### config.mk
export PLATFORM = sky130hd
export DESIGN_NAME = code_lock_fsm
export DESIGN_NICKNAME = d
export VERILOG_FILES = /design/src/rtl/code_lock_fsm.sv
export SDC_FILE = /design/constraint.sdc
export NUM_CORES = 1
export LEC_CHECK = 0
export ABC_AREA = 1
export ABC_CLOCK_PERIOD_IN_PS = 1320
export BUFFER_PORTS_ARGS = -buffer_cell sky130_fd_sc_hd__clkbuf_2
export CORE_UTILIZATION = 35
export DETAILED_ROUTE_END_ITERATION = 7
export SYNTH_ARGS = -nofsm -noshare
export SYNTH_HDL_FRONTEND = slang
export SYNTH_SLANG_ARGS = --single-unit
### constraint.sdc
create_clock -name clk -period 1.32 [get_ports clk]
set_input_delay 0 -clock clk [delete_from_list [all_inputs] [get_ports clk]]
set_output_delay 0 -clock clk [all_outputs]
set_load 0.03 [all_outputs]
### src/rtl/code_lock_fsm.sv
// Code-entry lock controller: walks code_idx over the stored code, resolves attempts,
// and sequences UNLOCK / LOCKOUT hold periods. All outputs registered (1-cycle latency).
module code_lock_fsm #(
    parameter int CODE_LEN       = 4,
    parameter int MAX_FAIL       = 3,
    parameter int UNLOCK_CYCLES  = 8,
    parameter int LOCKOUT_CYCLES = 16,
    parameter int TIMEOUT_CYCLES = 32
) (
    input  logic       clk,
    input  logic       rst,
    input  logic       digit_valid,
    input  logic       eq,
    output logic [3:0] code_idx,
    output logic       unlocked,
    output logic       locked_out,
    output logic [3:0] fail_cnt,
    output logic       attempt_done,
    output logic       attempt_ok
);

    localparam int HOLD_MAX = (UNLOCK_CYCLES > LOCKOUT_CYCLES) ? UNLOCK_CYCLES : LOCKOUT_CYCLES;
    localparam int TW = $clog2(TIMEOUT_CYCLES + 1);
    localparam int HW = $clog2(HOLD_MAX + 1);

    localparam logic [3:0]    LAST_IDX   = 4'(CODE_LEN - 1);
    localparam logic [3:0]    FAIL_LAST  = 4'(MAX_FAIL - 1);
    localparam logic [TW-1:0] IDLE_LAST  = TW'(TIMEOUT_CYCLES - 1);
    localparam logic [HW-1:0] UNL_LAST   = HW'(UNLOCK_CYCLES - 1);
    localparam logic [HW-1:0] LOCK_LAST  = HW'(LOCKOUT_CYCLES - 1);

    typedef enum logic [1:0] {
        ENTRY   = 2'd0,
        UNLOCK  = 2'd1,
        LOCKOUT = 2'd2
    } state_t;

    state_t        state, state_nxt;
    logic [3:0]    idx_nxt, fail_nxt;
    logic          mismatch, mismatch_nxt;
    logic [TW-1:0] idle_timer, idle_nxt;
    logic [HW-1:0] hold_cnt, hold_nxt;
    logic          done_nxt, ok_nxt;

    always_comb begin
        state_nxt    = state;
        idx_nxt      = code_idx;
        fail_nxt     = fail_cnt;
        mismatch_nxt = mismatch;
        idle_nxt     = idle_timer;
        hold_nxt     = hold_cnt;
        done_nxt     = 1'b0;
        ok_nxt       = 1'b0;

        case (state)
            ENTRY: begin
                if (digit_valid) begin
                    // An accepted digit always wins over a timeout in the same cycle.
                    idle_nxt = '0;
                    if (code_idx == LAST_IDX) begin
                        done_nxt     = 1'b1;
                        ok_nxt       = ~(mismatch | ~eq);
                        idx_nxt      = 4'd0;
                        mismatch_nxt = 1'b0;
                        hold_nxt     = '0;
                        if (ok_nxt) begin
                            state_nxt = UNLOCK;
                            fail_nxt  = 4'd0;
                        end else if (fail_cnt == FAIL_LAST) begin
                            state_nxt = LOCKOUT;
                            fail_nxt  = 4'd0;
                        end else begin
                            fail_nxt  = fail_cnt + 4'd1;
                        end
                    end else begin
                        mismatch_nxt = mismatch | ~eq;
                        idx_nxt      = code_idx + 4'd1;
                    end
                end else if (code_idx != 4'd0) begin
                    if (idle_timer == IDLE_LAST) begin
                        idx_nxt      = 4'd0;
                        mismatch_nxt = 1'b0;
                        idle_nxt     = '0;
                    end else begin
                        idle_nxt = idle_timer + TW'(1);
                    end
                end
            end
            UNLOCK: begin
                if (hold_cnt == UNL_LAST) begin
                    state_nxt = ENTRY;
                    hold_nxt  = '0;
                end else begin
                    hold_nxt = hold_cnt + HW'(1);
                end
            end
            LOCKOUT: begin
                fail_nxt = 4'd0;
                if (hold_cnt == LOCK_LAST) begin
                    state_nxt = ENTRY;
                    hold_nxt  = '0;
                end else begin
                    hold_nxt = hold_cnt + HW'(1);
                end
            end
            default: begin
                state_nxt = ENTRY;
            end
        endcase
    end

    always_ff @(posedge clk) begin
        if (rst) begin
            state        <= ENTRY;
            code_idx     <= 4'd0;
            fail_cnt     <= 4'd0;
            mismatch     <= 1'b0;
            idle_timer   <= '0;
            hold_cnt     <= '0;
            unlocked     <= 1'b0;
            locked_out   <= 1'b0;
            attempt_done <= 1'b0;
            attempt_ok   <= 1'b0;
        end else begin
            state        <= state_nxt;
            code_idx     <= idx_nxt;
            fail_cnt     <= fail_nxt;
            mismatch     <= mismatch_nxt;
            idle_timer   <= idle_nxt;
            hold_cnt     <= hold_nxt;
            unlocked     <= (state_nxt == UNLOCK);
            locked_out   <= (state_nxt == LOCKOUT);
            attempt_done <= done_nxt;
            attempt_ok   <= ok_nxt;
        end
    end

endmodule

==> flow_metrics.env, run 1 <==
export IMPL_failed_checks="negative setup slack"
export IMPL_wl_per_cell_um=11.0
export IMPL_dp_cells=306
export IMPL_cp_arrival_ns=1.66
export IMPL_start_util=0.363
export IMPL_yosys_register_bits=26
export IMPL_timing_final_ws_setup_ns=-0.130
export IMPL_grt_usage=0.153
export IMPL_crit_end="hold_cnt[4]"
export IMPL_fmax_ghz=0.690
export IMPL_wirelength_mm=3.48
export IMPL_tightest_slew_ns=0.400
export IMPL_via_count=1440
export IMPL_p_total_uw=1750
export IMPL_reg2reg_depth=9
export IMPL_power_density_nw_per_um2=814
export IMPL_drive_above_1_share=0.442
export IMPL_cp_slowest_cell="dfxtp_2"
export IMPL_io_pins=16
export IMPL_slew_headroom=0.732
export IMPL_grt_antenna_before_repair=0
export IMPL_clock_latency_ns=0.27
export IMPL_pwr_share_comb=0.185
export IMPL_antenna_cells=0
export IMPL_synth_fp_nets=231
export IMPL_yosys_warnings=0
export IMPL_final_common_cell="nand2_1"
export IMPL_status="complete, but fails checks"
export IMPL_syn_avg_cell_area_um2=6.75
export IMPL_drv_slew=0
export IMPL_cp_required_ns=1.53
export IMPL_crit_type="reg -> reg"
export IMPL_holdCritPathClass="in -> reg"
export IMPL_regToRegStartpoint="hold_cnt[0]"
export IMPL_area_growth_pct=47.8
export IMPL_power_switching_uw=470
export IMPL_htreeDepth=1
export IMPL_synth_area_leader_cell="dfxtp_1"
export IMPL_ir_worst_vdd_mv=0.448
export IMPL_drc=0
export IMPL_cts_buffers=3
export IMPL_clkSinkCount=26
export IMPL_cp_cell_sequence="ha_4 > nand2_4 > nor2_4 > ha_4 > nor2_4 > nand2_1 > a21oi_1 > nand2_1 > a21oi_1"
export IMPL_row_count=23
export IMPL_slowest_delay_ns=0.36
export IMPL_cp_start_kind="register"
export IMPL_utilization=0.536
export IMPL_ys_types=20
export IMPL_clock_power_share=0.342
export IMPL_leakage_uw=0.000974
export IMPL_hpwlAfterDp_mm=2.34
export IMPL_numPortBuffers=15
export IMPL_final_setup_viol_count=7
export IMPL_fin_tns_setup_ns=-0.224
export IMPL_rsz0062_at_grt="yes"
export IMPL_ff2ff_setup_slack_ns=-0.13
export IMPL_fin_nets=284
export IMPL_die_x_um=66.4
export IMPL_p_int_uw=1280
export IMPL_grt_max_degree=16
export IMPL_dr_pass1_iters=4
export IMPL_synth_area_top_cells="dfxtp_1 36%, nand2_1 13%, ha_1 10%, inv_1 7.5%, nor2_1 7.5%"
export IMPL_fin_crit_sh=1.10
export IMPL_grt_pass1_vias=1198
export IMPL_grt_pass1_wl_mm=5.11
export IMPL_switching_share=0.269
export IMPL_stdcell_count=317
export IMPL_root_buffer="clkbuf_8"
export IMPL_overflow=0
export IMPL_viasPerCell=4.54
export IMPL_layout_common_cells="37 x nand2_1, 31 x buf_4, 26 x nor2_1"
export IMPL_die_height_um=66.4
export IMPL_seq_power_share=0.473
export IMPL_ant_nets=0
export IMPL_cts_clk_slew_worst_paths_ns=0.10
export IMPL_dr_first_iter_drc_count=81
export IMPL_gp_congestion=0.786
export IMPL_synthesis_area_um2=1450
export IMPL_skew_ns=0.00711
export IMPL_rr_endpoint="hold_cnt[4]"
export IMPL_fp_dieArea_um2=4410
export IMPL_tritoncts="built"
export IMPL_drv_cap=0
export IMPL_clockBufferDepth=2
export IMPL_ys_seq_area_frac=0.359
export IMPL_crit_fanout=2
export IMPL_core_um2=4000
export IMPL_hold_ws_ns=0.0630
export IMPL_end_kind="register"
export IMPL_synth_top_area_frac=0.359
export IMPL_synthCells=215
export IMPL_hold_viol_final=0
export IMPL_crit_start="hold_cnt[0]"
export IMPL_min_period_ns=1.45
-- power by group through the flow --
stage / clock network, uW / registers, uW / logic [uW]
2_1_floorplan: 0 / 864 / 129
3_3_place_gp: 0 / 838 / 262
3_5_place_dp: 0 / 838 / 261
4_1_cts: 617 / 820 / 265
5_1_grt: 648 / 829 / 357
6_report: 598 / 825 / 323
-- logic make-up (layout without fill, tap and decap cells) --
kind of cell / count (synthesis) / after routing / synth area share
AND/OR/NAND/NOR: 111 / 111 / 0.327
buffers and inverters: 36 / 88 / 0.0940
AO/OA/AOI/OAI: 28 / 28 / 0.105
flip-flops: 26 / 26 / 0.359
adder cells (fa/ha/maj): 12 / 12 / 0.103
XOR/XNOR: 2 / 2 / 0.0121
-- critical path, delay by kind of cell, from the launching register on --
kind	cells	cell delay [ns]
fa+ha+maj	2	0.37
simple gates	5	0.39
compound gates	2	0.26
flops	1	0.36
-- state kept, by name, summed over array words and instances (netlist names) --
| name | count |
|---|---|
| attempt_done | 1 |
| code_idx | 4 |
| state | 2 |
| attempt_ok | 1 |
| fail_cnt | 4 |
| mismatch | 1 |
| hold_cnt | 5 |
| idle_timer | 6 |
| unlocked | 1 |
| locked_out | 1 |
-- cells in the mapped netlist --
library cell and count:
nor3_1 2, buf_2 1, ha_1 12, nand2_4 2
nand2_1 52, o21ai_0 7, o21ai_4 1, xor2_1 2
inv_1 29, a21oi_1 17, nand4_1 1, inv_2 5
o21ai_1 2, or2_2 1, clkinv_1 1, nand3_1 20
nand2_2 4, o22ai_1 1, dfxtp_1 26, nor2_1 29
-- repair_timing --
item,in CTS,in global routing
endpoints found under the hold margin,0,0
setup endpoints to repair,8,24
gates resized for setup,5,54
hold buffers,0,0
pin swaps,2,23
buffers inserted,0,7
-- metal layers --
metal,global-route usage,vias to the layer above,part of all wire
met4,0.0559,0,0.0078
met2,0.236,15,0.46
met3,0.0224,2,0.022
met5,0,-,0
li1,-,781,-
met1,0.213,642,0.51
-- worst min path at each step --
stage | start | endpoint | slack, ns | cells past startpoint
floorplan | digit_valid | code_idx[3] | 0.14 | 2
global placement | digit_valid | code_idx[3] | 0.33 | 3
detailed placement | digit_valid | code_idx[3] | 0.32 | 3
CTS | digit_valid | code_idx[3] | 0.04 | 3
global route | rst | code_idx[2] | 0.07 | 3
finish | rst | code_idx[2] | 0.06 | 3
-- metrics by stage --
stage | instance area, um2 | setup slack, ns
global route | 2150 | -0.176
floorplan | 1500 | -0.0189
detailed placement | 1830 | -0.0936
CTS | 1910 | -0.0869
global placement | 1830 | -0.0632
finish | 2150 | -0.130
-- final cells by class --
type	count	area (um2)
clock buffer	4	66.3
fill	384	1850
tap	50	62.6
sequential	26	537
inverter	35	139
multi-input combinational	153	1000
timing repair buffer	49	342
Power figures use the tool's default switching activity.
==> run 2, diff against run 1 <==
SETUP_SLACK_MARGIN = 0.02   (was not set)
==> flow_metrics.env, run 2 (same netlist as run 1, synthesis figures left out) <==
export IMPL_clockBufferDepth=2
export IMPL_cts_clk_slew_worst_paths_ns=0.09
export IMPL_crit_start="hold_cnt[1]"
export IMPL_row_count=23
export IMPL_clkSinkCount=26
export IMPL_regToRegStartpoint="hold_cnt[1]"
export IMPL_viasPerCell=4.64
export IMPL_io_pins=16
export IMPL_ir_worst_vdd_mv=0.404
export IMPL_final_common_cell="nand2_1"
export IMPL_timing_final_ws_setup_ns=-0.0834
export IMPL_hold_ws_ns=0.0738
export IMPL_drive_above_1_share=0.478
export IMPL_holdCritStartpoint="digit_valid"
export IMPL_fp_dieArea_um2=4410
export IMPL_cp_required_ns=1.53
export IMPL_fmax_ghz=0.713
export IMPL_dp_cells=310
export IMPL_crit_type="reg -> reg"
export IMPL_fin_nets=289
export IMPL_ant_nets=0
export IMPL_leakage_uw=0.00101
export IMPL_start_util=0.363
export IMPL_wirelength_mm=3.61
export IMPL_reg2reg_depth=9
export IMPL_drv_slew=0
export IMPL_crit_fanout=2
export IMPL_cts_buffers=3
export IMPL_tritoncts="built"
export IMPL_power_density_nw_per_um2=799
export IMPL_rr_endpoint="hold_cnt[4]"
export IMPL_dr_pass1_iters=4
export IMPL_numPortBuffers=15
export IMPL_routed_top_layer="met4"
export IMPL_status="complete, but fails checks"
export IMPL_min_period_ns=1.40
export IMPL_slew_headroom=0.746
export IMPL_stdcell_count=322
export IMPL_skew_ns=0.00889
export IMPL_tightest_slew_ns=0.378
export IMPL_regMostFlops="idle_timer"
export IMPL_dp_slack_ns=-0.108
export IMPL_die_x_um=66.4
export IMPL_failed_checks="negative setup slack"
export IMPL_cp_arrival_ns=1.61
export IMPL_met1Wirelength_mm=1.77
export IMPL_end_kind="register"
export IMPL_crit_end="hold_cnt[4]"
export IMPL_dr_first_iter_drc_count=43
export IMPL_clock_latency_ns=0.28
export IMPL_fin_tns_setup_ns=-0.144
export IMPL_grt_pass1_vias=1321
export IMPL_antenna_cells=0
export IMPL_ff2ff_setup_slack_ns=-0.08
export IMPL_gp_congestion=0.793
export IMPL_largest_register_ffs=6
export IMPL_multi_input_area_um2=1020
export IMPL_rsz0062_at_grt="yes"
export IMPL_grt_antenna_before_repair=0
export IMPL_overflow=0
export IMPL_grt_pass1_wl_mm=5.71
export IMPL_grt_usage=0.168
export IMPL_whs_path_depth=3
export IMPL_routed_wl_met3_um=73
export IMPL_cp_start_kind="register"
export IMPL_htreeDepth=1
export IMPL_hold_viol_final=0
export IMPL_ff_latch_area_um2=538
export IMPL_drv_cap=0
export IMPL_grt_max_degree=16
export IMPL_fill_cells=373
export IMPL_via_count=1493
export IMPL_holdCritPathClass="in -> reg"
export IMPL_root_buffer="clkbuf_8"
export IMPL_area_growth_pct=53.0
export IMPL_core_um2=4000
export IMPL_hpwlAfterDp_mm=2.51
export IMPL_final_setup_viol_count=6
export IMPL_die_height_um=66.4
export IMPL_fin_crit_sh=1.06
export IMPL_top_regs="idle_timer x6, hold_cnt x5"
export IMPL_wl_met2_mm=1.72
export IMPL_wl_per_cell_um=11.2
export IMPL_layout_common_cells="38 x nand2_1, 33 x buf_4, 26 x nor2_1"
export IMPL_drc=0
[run 2: cell count changes in the layout (fill, tap and decap cells not counted), moves of 2 or more]
cell and delta:
buf_4 +2, inv_4 -2, nand2_2 -2, nand3_2 +4, a21oi_2 +3, o21ai_2 +3
a21oi_1 -3, buf_6 +3, nand3_1 -4
[run 2: through the flow]
step                      utilization  cell area, um2  total power (uW)
after floorplan                     -            1500               997
after global placement          0.466            1870              1120
after detailed placement        0.466            1870              1120
after CTS                       0.502            2010              1730
after global routing            0.555            2220              1850
final                           0.555            2220              1780
[run 2: final cells by class]
cell class,count,share of cell area
repair buffers,54,0.176
clock buffers,4,0.0299
well taps,50,0.0282
multi-input cells,153,0.461
inverters,35,0.0625
flip-flops and latches,26,0.242
[run 2: how the worst min path moves through the flow]
stage                              to
after floorplan           code_idx[3]
after global placement    code_idx[3]
after detailed placement  code_idx[3]
after CTS                 code_idx[3]
after global routing      hold_cnt[4]
final                     code_idx[3]
[run 2: what timing repair did]
action                                  4_1_cts  5_1_grt
setup buffers                                 3        5
hold buffers                                  0        0
endpoints found under the setup margin       13       24
gates resized for setup                      16       52
pin swaps                                     6       17
[run 2: power by group]
part | internal (uW) | switching [uW]
logic | 156 | 200
clock network | 330 | 259
registers | 808 | 22.1
total | 1290 | 481
[run 2: worst max-delay path: stages (launching register included)]
cell and delay (ns):
dfxtp_2 0.34, ha_4 0.16, nand2_4 0.07, nor2_4 0.04, ha_1 0.28, nor2_1 0.08, nand2_1 0.07, a21oi_2 0.13
nand2_1 0.07, a21oi_2 0.11
[run 2: metal layers]
| layer | vias up | global-route usage |
|---|---|---|
| li1 | 793 | - |
| met1 | 679 | 0.228 |
| met2 | 17 | 0.274 |
| met3 | 4 | 0.0207 |
| met4 | 0 | 0.0559 |
| met5 | - | 0 |
